## config.mk

```make
export PLATFORM = sky130hd
export DESIGN_NAME = cpu_controller
export DESIGN_NICKNAME = d
export VERILOG_FILES = /design/src/rtl/cpu_defs_pkg.sv /design/src/rtl/instr_dec.sv /design/src/rtl/cpu_controller.sv
export SDC_FILE = /design/constraint.sdc
export NUM_CORES = 1
export LEC_CHECK = 0
export BUFFER_PORTS_ARGS = -buffer_cell sky130_fd_sc_hd__buf_4
export CORE_MARGIN = 8
export CORE_UTILIZATION = 41
export CTS_BUF_LIST = sky130_fd_sc_hd__clkbuf_8 sky130_fd_sc_hd__clkbuf_16
export DETAILED_ROUTE_END_ITERATION = 6
export PLACE_DENSITY = 0.7
export SYNTH_ARGS = -nofsm -noshare
export SYNTH_HDL_FRONTEND = slang
export SYNTH_SLANG_ARGS = --single-unit
```

## constraint.sdc

```tcl
create_clock -name clk -period 1.5 [get_ports clk]
set_clock_uncertainty 0.05 [all_clocks]
set_input_delay 0.45 -clock clk [delete_from_list [all_inputs] [get_ports clk]]
set_output_delay 0.45 -clock clk [all_outputs]
set_load 0.01 [all_outputs]
```

## src/rtl/cpu_defs_pkg.sv

```systemverilog
// Shared encodings for the CPU control path: instruction fields, ALU/shift codes, FSM states.
// The register file and datapath import the same ALUop constants.
package cpu_defs;

    localparam int WORD_W = 16;
    localparam int REG_AW = 3;

    localparam logic [2:0] OPC_MOV = 3'b110;
    localparam logic [2:0] OPC_ALU = 3'b101;

    localparam logic [1:0] OP_MOV_REG = 2'b00;
    localparam logic [1:0] OP_MOV_IMM = 2'b10;
    localparam logic [1:0] OP_ADD     = 2'b00;
    localparam logic [1:0] OP_CMP     = 2'b01;
    localparam logic [1:0] OP_AND     = 2'b10;
    localparam logic [1:0] OP_MVN     = 2'b11;

    localparam logic [1:0] ALU_ADD = 2'b00;
    localparam logic [1:0] ALU_SUB = 2'b01;
    localparam logic [1:0] ALU_AND = 2'b10;
    localparam logic [1:0] ALU_NOT = 2'b11;

    localparam logic [1:0] SH_NONE = 2'b00;
    localparam logic [1:0] SH_LSL  = 2'b01;
    localparam logic [1:0] SH_LSR  = 2'b10;
    localparam logic [1:0] SH_ASR  = 2'b11;

    typedef enum logic [2:0] {
        ST_WAIT,
        ST_DECODE,
        ST_GET_A,
        ST_GET_B,
        ST_CALC,
        ST_CALC_S,
        ST_WRITE_REG,
        ST_WRITE_IMM
    } state_t;

    typedef enum logic [2:0] {
        CLS_ILLEGAL,
        CLS_MOV_IMM,
        CLS_MOV_REG,
        CLS_MVN,
        CLS_ARITH,      // ADD or AND: both operands read, result written back
        CLS_CMP
    } instr_cls_t;

    typedef struct packed {
        logic              w;
        logic [REG_AW-1:0] readnum;
        logic [REG_AW-1:0] writenum;
        logic              write;
        logic              loada;
        logic              loadb;
        logic              loadc;
        logic              loads;
        logic              asel;
        logic              bsel;
        logic              vsel;
        logic [1:0]        shift;
        logic [1:0]        alu_op;
    } ctrl_t;

    function automatic logic [WORD_W-1:0] sign_extend8(input logic [7:0] imm8);
        return {{(WORD_W - 8){imm8[7]}}, imm8};
    endfunction

endpackage

```

## src/rtl/instr_dec.sv

```systemverilog
// Combinational instruction field extractor and classifier for the 16-bit ISA subset.
module instr_dec
    import cpu_defs::*;
(
    input  logic [WORD_W-1:0] ir,
    output logic [1:0]        op,
    output logic [REG_AW-1:0] rn,
    output logic [REG_AW-1:0] rd,
    output logic [REG_AW-1:0] rm,
    output logic [1:0]        sh,
    output logic [WORD_W-1:0] sximm8,
    output instr_cls_t        cls
);

    logic [2:0] opcode;

    assign opcode = ir[15:13];
    assign op     = ir[12:11];
    assign rn     = ir[10:8];
    assign rd     = ir[7:5];
    assign sh     = ir[4:3];
    assign rm     = ir[2:0];
    assign sximm8 = sign_extend8(ir[7:0]);

    always_comb begin
        cls = CLS_ILLEGAL;
        case (opcode)
            OPC_MOV: begin
                if (op == OP_MOV_IMM)
                    cls = CLS_MOV_IMM;
                else if (op == OP_MOV_REG)
                    cls = CLS_MOV_REG;
            end
            OPC_ALU: begin
                case (op)
                    OP_ADD, OP_AND: cls = CLS_ARITH;
                    OP_CMP:         cls = CLS_CMP;
                    OP_MVN:         cls = CLS_MVN;
                    default:        cls = CLS_ILLEGAL;
                endcase
            end
            default: cls = CLS_ILLEGAL;
        endcase
    end

endmodule

```

## src/rtl/cpu_controller.sv

```systemverilog
// Instruction register plus Moore control FSM sequencing one instruction per start pulse
// and driving the register file and datapath load/select strobes.
module cpu_controller
    import cpu_defs::*;
(
    input  logic              clk,
    input  logic              reset_n,
    input  logic [WORD_W-1:0] in,
    input  logic              load,
    input  logic              s,
    output logic              w,
    output logic [REG_AW-1:0] readnum,
    output logic [REG_AW-1:0] writenum,
    output logic              write,
    output logic              loada,
    output logic              loadb,
    output logic              loadc,
    output logic              loads,
    output logic              asel,
    output logic              bsel,
    output logic              vsel,
    output logic [1:0]        shift,
    output logic [1:0]        ALUop,
    output logic [WORD_W-1:0] sximm8
);

    state_t            state;
    state_t            next_state;
    logic [WORD_W-1:0] ir;
    logic [1:0]        op;
    logic [1:0]        sh;
    logic [REG_AW-1:0] rn;
    logic [REG_AW-1:0] rd;
    logic [REG_AW-1:0] rm;
    instr_cls_t        cls;
    ctrl_t             ctrl;

    instr_dec u_dec (
        .ir     (ir),
        .op     (op),
        .rn     (rn),
        .rd     (rd),
        .rm     (rm),
        .sh     (sh),
        .sximm8 (sximm8),
        .cls    (cls)
    );

    // NOTE: sequential state uses non-blocking assignments so every flop samples pre-edge values.
    always_ff @(posedge clk or negedge reset_n) begin
        if (!reset_n)
            state <= ST_WAIT;
        else
            state <= next_state;
    end

    // IR only accepts a new word while idle; a load and s in the same cycle decode the new word.
    always_ff @(posedge clk or negedge reset_n) begin
        if (!reset_n)
            ir <= '0;
        else if (load && state == ST_WAIT)
            ir <= in;
    end

    always_comb begin
        // NOTE: default first so every path assigns next_state and no latch is inferred.
        next_state = state;
        case (state)
            ST_WAIT: begin
                if (s)
                    next_state = ST_DECODE;
            end
            ST_DECODE: begin
                case (cls)
                    CLS_MOV_IMM:          next_state = ST_WRITE_IMM;
                    CLS_MOV_REG, CLS_MVN: next_state = ST_GET_B;
                    CLS_ARITH, CLS_CMP:   next_state = ST_GET_A;
                    default:              next_state = ST_WAIT;
                endcase
            end
            ST_GET_A:     next_state = ST_GET_B;
            ST_GET_B:     next_state = (cls == CLS_CMP) ? ST_CALC_S : ST_CALC;
            ST_CALC:      next_state = ST_WRITE_REG;
            ST_CALC_S:    next_state = ST_WAIT;
            ST_WRITE_REG: next_state = ST_WAIT;
            ST_WRITE_IMM: next_state = ST_WAIT;
            default:      next_state = ST_WAIT;
        endcase
    end

    always_comb begin
        ctrl = '0;
        case (state)
            ST_WAIT: ctrl.w = 1'b1;
            ST_GET_A: begin
                ctrl.readnum = rn;
                ctrl.loada   = 1'b1;
            end
            ST_GET_B: begin
                ctrl.readnum = rm;
                ctrl.loadb   = 1'b1;
            end
            ST_CALC: begin
                ctrl.shift = sh;
                ctrl.loadc = 1'b1;
                // MOV register and MVN pass B through with A forced to zero.
                ctrl.asel  = (cls == CLS_MOV_REG) || (cls == CLS_MVN);
                case (cls)
                    CLS_MVN:   ctrl.alu_op = ALU_NOT;
                    CLS_ARITH: ctrl.alu_op = (op == OP_AND) ? ALU_AND : ALU_ADD;
                    default:   ctrl.alu_op = ALU_ADD;
                endcase
            end
            ST_CALC_S: begin
                ctrl.shift  = sh;
                ctrl.alu_op = ALU_SUB;
                ctrl.loads  = 1'b1;
            end
            ST_WRITE_REG: begin
                ctrl.writenum = rd;
                ctrl.write    = 1'b1;
                ctrl.vsel     = 1'b0;
            end
            ST_WRITE_IMM: begin
                ctrl.writenum = rn;
                ctrl.write    = 1'b1;
                ctrl.vsel     = 1'b1;
                ctrl.shift    = SH_NONE;
            end
            default: ctrl = '0;
        endcase
    end

    assign w        = ctrl.w;
    assign readnum  = ctrl.readnum;
    assign writenum = ctrl.writenum;
    assign write    = ctrl.write;
    assign loada    = ctrl.loada;
    assign loadb    = ctrl.loadb;
    assign loadc    = ctrl.loadc;
    assign loads    = ctrl.loads;
    assign asel     = ctrl.asel;
    assign bsel     = ctrl.bsel;
    assign vsel     = ctrl.vsel;
    assign shift    = ctrl.shift;
    assign ALUop    = ctrl.alu_op;

endmodule

```

==> results of run 1 <==
## routing by layer
layer  share of wire, %  routed length (µm)  global-route usage (%)  up-vias
met5                  0                   0                       0        -
li1                   -                   -                       -      470
met3                5.7                 190                    4.43        2
met4                1.0                  34                    3.79        0
met1                 41                1360                    14.0      496
met2                 52                1730                    22.9       40
## power by group
group | total [µW] | switching, µW | internal (µW)
clock | 346 | 164 | 182
sequential | 1010 | 232 | 779
combinational | 2710 | 1100 | 1610
total | 4070 | 1490 | 2570
## cells by family after synthesis
| logic type | Yosys count | synth area share [%] |
|---|---|---|
| buffers and inverters | 25 | 15.5 |
| and+or+nand+nor | 32 | 15.4 |
| AOI/OAI and AO/OA | 10 | 5.27 |
| muxes | 22 | 23.4 |
| other | 1 | 0.316 |
| DFF | 19 | 40.1 |
## cell usage after synthesis (2+ instances only)
cell type / n
dfrtp_1: 19
buf_4: 17
nor2_1: 11
mux2_4: 10
mux2_2: 6
mux2i_1: 6
a21oi_1: 5
inv_1: 4
nand2_1: 4
nand2b_1: 4
and2_1: 2
buf_2: 2
nor2b_1: 2
o31ai_1: 2
## sequential cells by signal, indices dropped and copies added (netlist names)
register  cells
ir           16
state         3
## worst max path at each step
stage                   from     endpoint  slack, ps  cells after the start
finish              state[1]         asel       -320                      4
CTS                   ir[13]         asel       -310                      4
global placement    state[0]  writenum[2]        -10                      4
floorplan           state[1]       ir[10]        -40                      5
global route          ir[14]     ALUop[0]       -370                      4
detailed placement  state[1]         asel        -60                      4
## repair_timing
| action | CTS | global route |
|---|---|---|
| resized for setup | 25 | 20 |
| setup endpoints to repair | 33 | 34 |
| setup buffers | 4 | 4 |
| endpoints found under the hold margin | 0 | 0 |
| pin swaps | 8 | 9 |
## area by class of cell
class	instances	share of cell area, %
Multi-Input combinational cell	65	33.9
Timing Repair Buffer	77	35.3
Sequential cell	19	25.5
Inverter	4	0.802
Clock buffer	3	2.21
Tap cell	31	2.07
Clock inverter	1	0.201
## critical path: cells and delay by family, from the launching register on
family	cells	cell delay, ps
flip-flops	1	430
buffers and inverters	1	130
AND/OR/NAND/NOR	2	390
AO/OA/AOI/OAI	1	120
## metrics by stage
stage               util [%]  total power (µW)
finish                  67.9              4070
global route            67.9              4320
CTS                     64.8              3870
detailed placement      59.4              3310
global placement        59.4              3250
floorplan                  -              2500
==> results.py, run 1 <==
metrics = {
    "timing": {
        "drv_slew": 0,
        "finalCriticalPeriod_ps": 1820,
        "finalCritPeriodShare_pct": 121,
        "rsz0062_at_grt": "yes",
        "hold_viol": 0,
        "max_freq_ghz": 0.549,
        "setup_viol": 33,
        "worst_slack_ps": -321,
        "holdWs_ps": 11.8,
        "fin_tns_setup_ps": -4140,
    },
    "drt": {
        "drt_wl_total_um": 3310,
        "drt_first_iter_violations": 42,
        "ant_nets": 0,
        "drt-pass1-iter-count": 4,
        "drc": 0,
        "vias": 1008,
        "avgViaCountPerCell": 5.04,
        "wl_per_cell_um": 16.6,
    },
    "global_routing": {
        "grt_pass1_wl_um": 5270,
        "first_global_vias": 1098,
        "grt_max_degree": 20,
        "track_usage_pct": 12.9,
        "grt-ovfl-total": 0,
        "antenna_found_initial": 0,
    },
    "floorplan": {
        "dieArea_um2": 4870,
        "start_util_pct": 43.0,
        "die_w_um": 69.8,
        "die_h_um": 69.8,
        "ios": 55,
        "num_rows": 19,
        "core_um2": 2760,
    },
    "placed_design": {
        "dp.cells": 190,
        "place_area_um2": 1640,
        "post-dp-hpwl_um": 2540,
        "portBuffers": 53,
        "gp_congestion": 0.815,
        "pre_cts_slack_ps": -62.8,
    },
    "critical_path": {
        "crit_path_top_delay_cell": "dfrtp_2",
        "reg2reg_from": "state[1]",
        "crit_chain": "and2b_2, nand2_2, a21oi_2, buf_4",
        "cp-end-kind": "output port",
        "worst-path-max-fanout": 6,
        "reg2reg_slack_ps": -40,
        "worstPathArrival_ps": 1320,
        "slowest_delay_ps": 430,
        "crit_type": "register to output port",
        "r2r_cells": 5,
        "cp-start-kind": "register",
        "worstReg2RegEnd": "ir[6]",
        "worstPathRequired_ps": 1000,
    },
    "yosys": {
        "yosysTopAreaCellShare_pct": 40.1,
        "syn_nets": 129,
        "synth_area_leader_cell": "dfrtp_1",
        "synth_area_um2": 1190,
        "syn-mean-instance-area_um2": 10.9,
        "yosysWarnings": 0,
        "synth_edf_count": 0,
        "syn_inst": 109,
        "synth_seq_cells": 19,
        "ys_types": 29,
        "synth-seq-area-share_pct": 40.1,
        "synthArstFlopShare_pct": 100,
        "synthFlopType": "dfrtp_1",
        "synthTopCellsByArea": "dfrtp_1 (40%), mux2_4 (13%), buf_4 (11%), mux2_2 (5.7%), mux2i_1 (5.1%)",
    },
    "cells_and_area": {
        "finalInstanceArea_um2": 1870,
        "diodes": 0,
        "nFillCells": 215,
        "multi_input_area_um2": 634,
        "ff_latch_area_um2": 478,
        "final_cell_mix": "buf_4 (62), dfrtp_1 (17), mux2_4 (15)",
        "final_common_cell": "buf_4",
        "areaGrowthSynthToFinish_pct": 57.8,
        "drive_gt1_share_pct": 72.2,
        "fin_nets": 190,
        "post_layout_nonfiller_instances": 200,
    },
    "power_and_ir_drop": {
        "p_leak_uw": 0.000931,
        "p_per_area_nw_per_um2": 2170,
        "ir_worst_vdd_mv": 1.42,
    },
    "clocking": {
        "cts_root_buf": "clkbuf_8",
        "cts.sinks": 19,
        "clk_pin_slew_worst_paths_ps": 70,
        "clk_latency_ps": 250,
        "cts_tree": "yes",
        "h-tree-depth": 1,
        "cts_buffers": 3,
        "ctsHoldBuffers": 0,
        "ctsLongestPathBuffers": 2,
    },
    "outcome": {
        "status": "complete, but fails checks",
        "violations": "setup timing",
    },
    "flow_run": {
        "drv_cap": 0,
    },
    "hold_path": {
        "min_path_type": "primary input to async pin",
    },
}
Power figures use the tool's default switching activity.
==> run 2, diff against run 1 <==
Settings changed: CAP_MARGIN set to 20, CORE_UTILIZATION 41 to 46, PLACE_DENSITY 0.7 to 0.79.
Clock period 1.5 ns to 1.9 ns, I/O delays scaled along.
==> results.py, run 2 (synthesis results as in run 1) <==
metrics = {
    "outcome": {
        "status": "complete, but fails checks",
        "violations": "setup timing",
    },
    "flow_run": {
        "drv_cap": 0,
    },
    "cells_and_area": {
        "fin_nets": 184,
        "final_cell_mix": "buf_4 (69), dfrtp_1 (17), nor2_1 (11)",
        "diodes": 0,
        "largest_reg_flops": 16,
        "areaGrowthSynthToFinish_pct": 42.0,
        "drive_gt1_share_pct": 64.4,
        "final_common_cell": "buf_4",
        "top_regs": "ir x16, state x3",
        "largest_register": "ir",
        "nFillCells": 173,
    },
    "hold_path": {
        "min_path_type": "primary input to async pin",
    },
    "power_and_ir_drop": {
        "p_per_area_nw_per_um2": 1710,
        "p_leak_uw": 0.000864,
        "ir_worst_vdd_mv": 1.10,
        "finalPower_uw": 2870,
    },
    "floorplan": {
        "die_w_um": 66.8,
        "start_util_pct": 48.3,
        "core_um2": 2450,
        "num_rows": 18,
        "die_h_um": 66.8,
        "dieArea_um2": 4460,
        "ios": 55,
    },
    "drt": {
        "avgViaCountPerCell": 5.05,
        "wl_per_cell_um": 16.5,
        "drt-pass1-iter-count": 4,
        "drt_first_iter_violations": 21,
        "drt_wl_total_um": 3190,
        "drc": 0,
        "ant_nets": 0,
        "vias": 975,
    },
    "timing": {
        "drv_slew": 0,
        "fin_tns_setup_ps": -47.0,
        "setup_viol": 2,
        "worst_slack_ps": -39.1,
        "finalCriticalPeriod_ps": 1940,
        "max_freq_ghz": 0.516,
        "rsz0062_at_grt": "yes",
        "finalCritPeriodShare_pct": 102,
        "hold_viol": 0,
    },
    "placed_design": {
        "post-dp-hpwl_um": 2230,
        "pre_cts_slack_ps": 101,
        "portBuffers": 53,
        "gp_congestion": 0.944,
    },
    "clocking": {
        "cts_buffers": 3,
        "clk_latency_ps": 240,
        "cts_root_buf": "clkbuf_8",
        "cts.sinks": 19,
        "h-tree-depth": 1,
        "cts_tree": "yes",
        "clk_pin_slew_worst_paths_ps": 70,
        "ctsHoldBuffers": 0,
        "ctsLongestPathBuffers": 2,
    },
    "critical_path": {
        "slowest_delay_ps": 390,
        "r2r_cells": 4,
        "crit_chain": "and4b_1, buf_4, and3_4, buf_6",
        "worst-path-max-fanout": 3,
        "worstPathRequired_ps": 1280,
        "crit_path_top_delay_cell": "dfrtp_1",
        "cp-start-kind": "register",
        "crit_type": "register to output port",
        "worstPathArrival_ps": 1320,
        "cp-end-kind": "output port",
    },
    "global_routing": {
        "first_global_vias": 1051,
        "grt_pass1_wl_um": 5030,
        "grt_max_degree": 20,
        "antenna_found_initial": 0,
        "grt-ovfl-total": 0,
        "track_usage_pct": 14.6,
    },
}
## run 2: final timing paths
kind | startpoint | to | slack, ps
setup / recovery | ir[14] | ALUop[1] | -40
hold reg to reg | ir[3] | ir[3] | 490
hold / removal | reset_n | ir[1] | 130
setup reg to reg | state[0] | ir[14] | 180
max in group asynchronous | reset_n | state[2] | 1450
min in group clk | ir[3] | ir[3] | 490
## run 2: worst max-delay path: cells and delay by family, from the launching register on
kind	cells	cell delay (ps)
flip-flops	1	390
AND/OR/NAND/NOR	2	460
buffers and inverters	2	220
## run 2: timing repair
action | CTS | global route
resized for setup | 8 | 9
pin swaps | 3 | 6
setup buffers | 13 | 3
endpoints found under the setup margin | 12 | 11
## run 2: final cells by class
type,count,area (µm²),area share (%)
inverter,4,15.0,0.892
multi-input combinational,65,568,33.7
tap,30,37.5,2.23
clock buffer,3,41.3,2.45
clock inverter,1,3.75,0.223
sequential,19,478,28.4
timing repair buffer,71,541,32.1
## run 2: stage by stage
step                cell area, µm²  util, %  hold slack [ps]  instances
finish                        1680     68.6              134        193
global route                  1680     68.6              135        193
CTS                           1630     66.2              139        190
detailed placement            1470     59.8              406        173
global placement              1470     59.8              406        173
floorplan                     1190        -              224        109
## run 2: metal layers
layer  global-route usage (%)  vias up  share of wire [%]
met3                     4.19        6                6.1
met4                     5.33        0                1.5
met1                     15.9      477                 39
li1                         -      457                  -
met2                     25.9       35                 53
met5                        0        -                  0
## run 2: where the power goes
part	switching (µW)	internal, µW	total (µW)
logic	764	1030	1790
clock network	119	143	262
registers	199	616	815
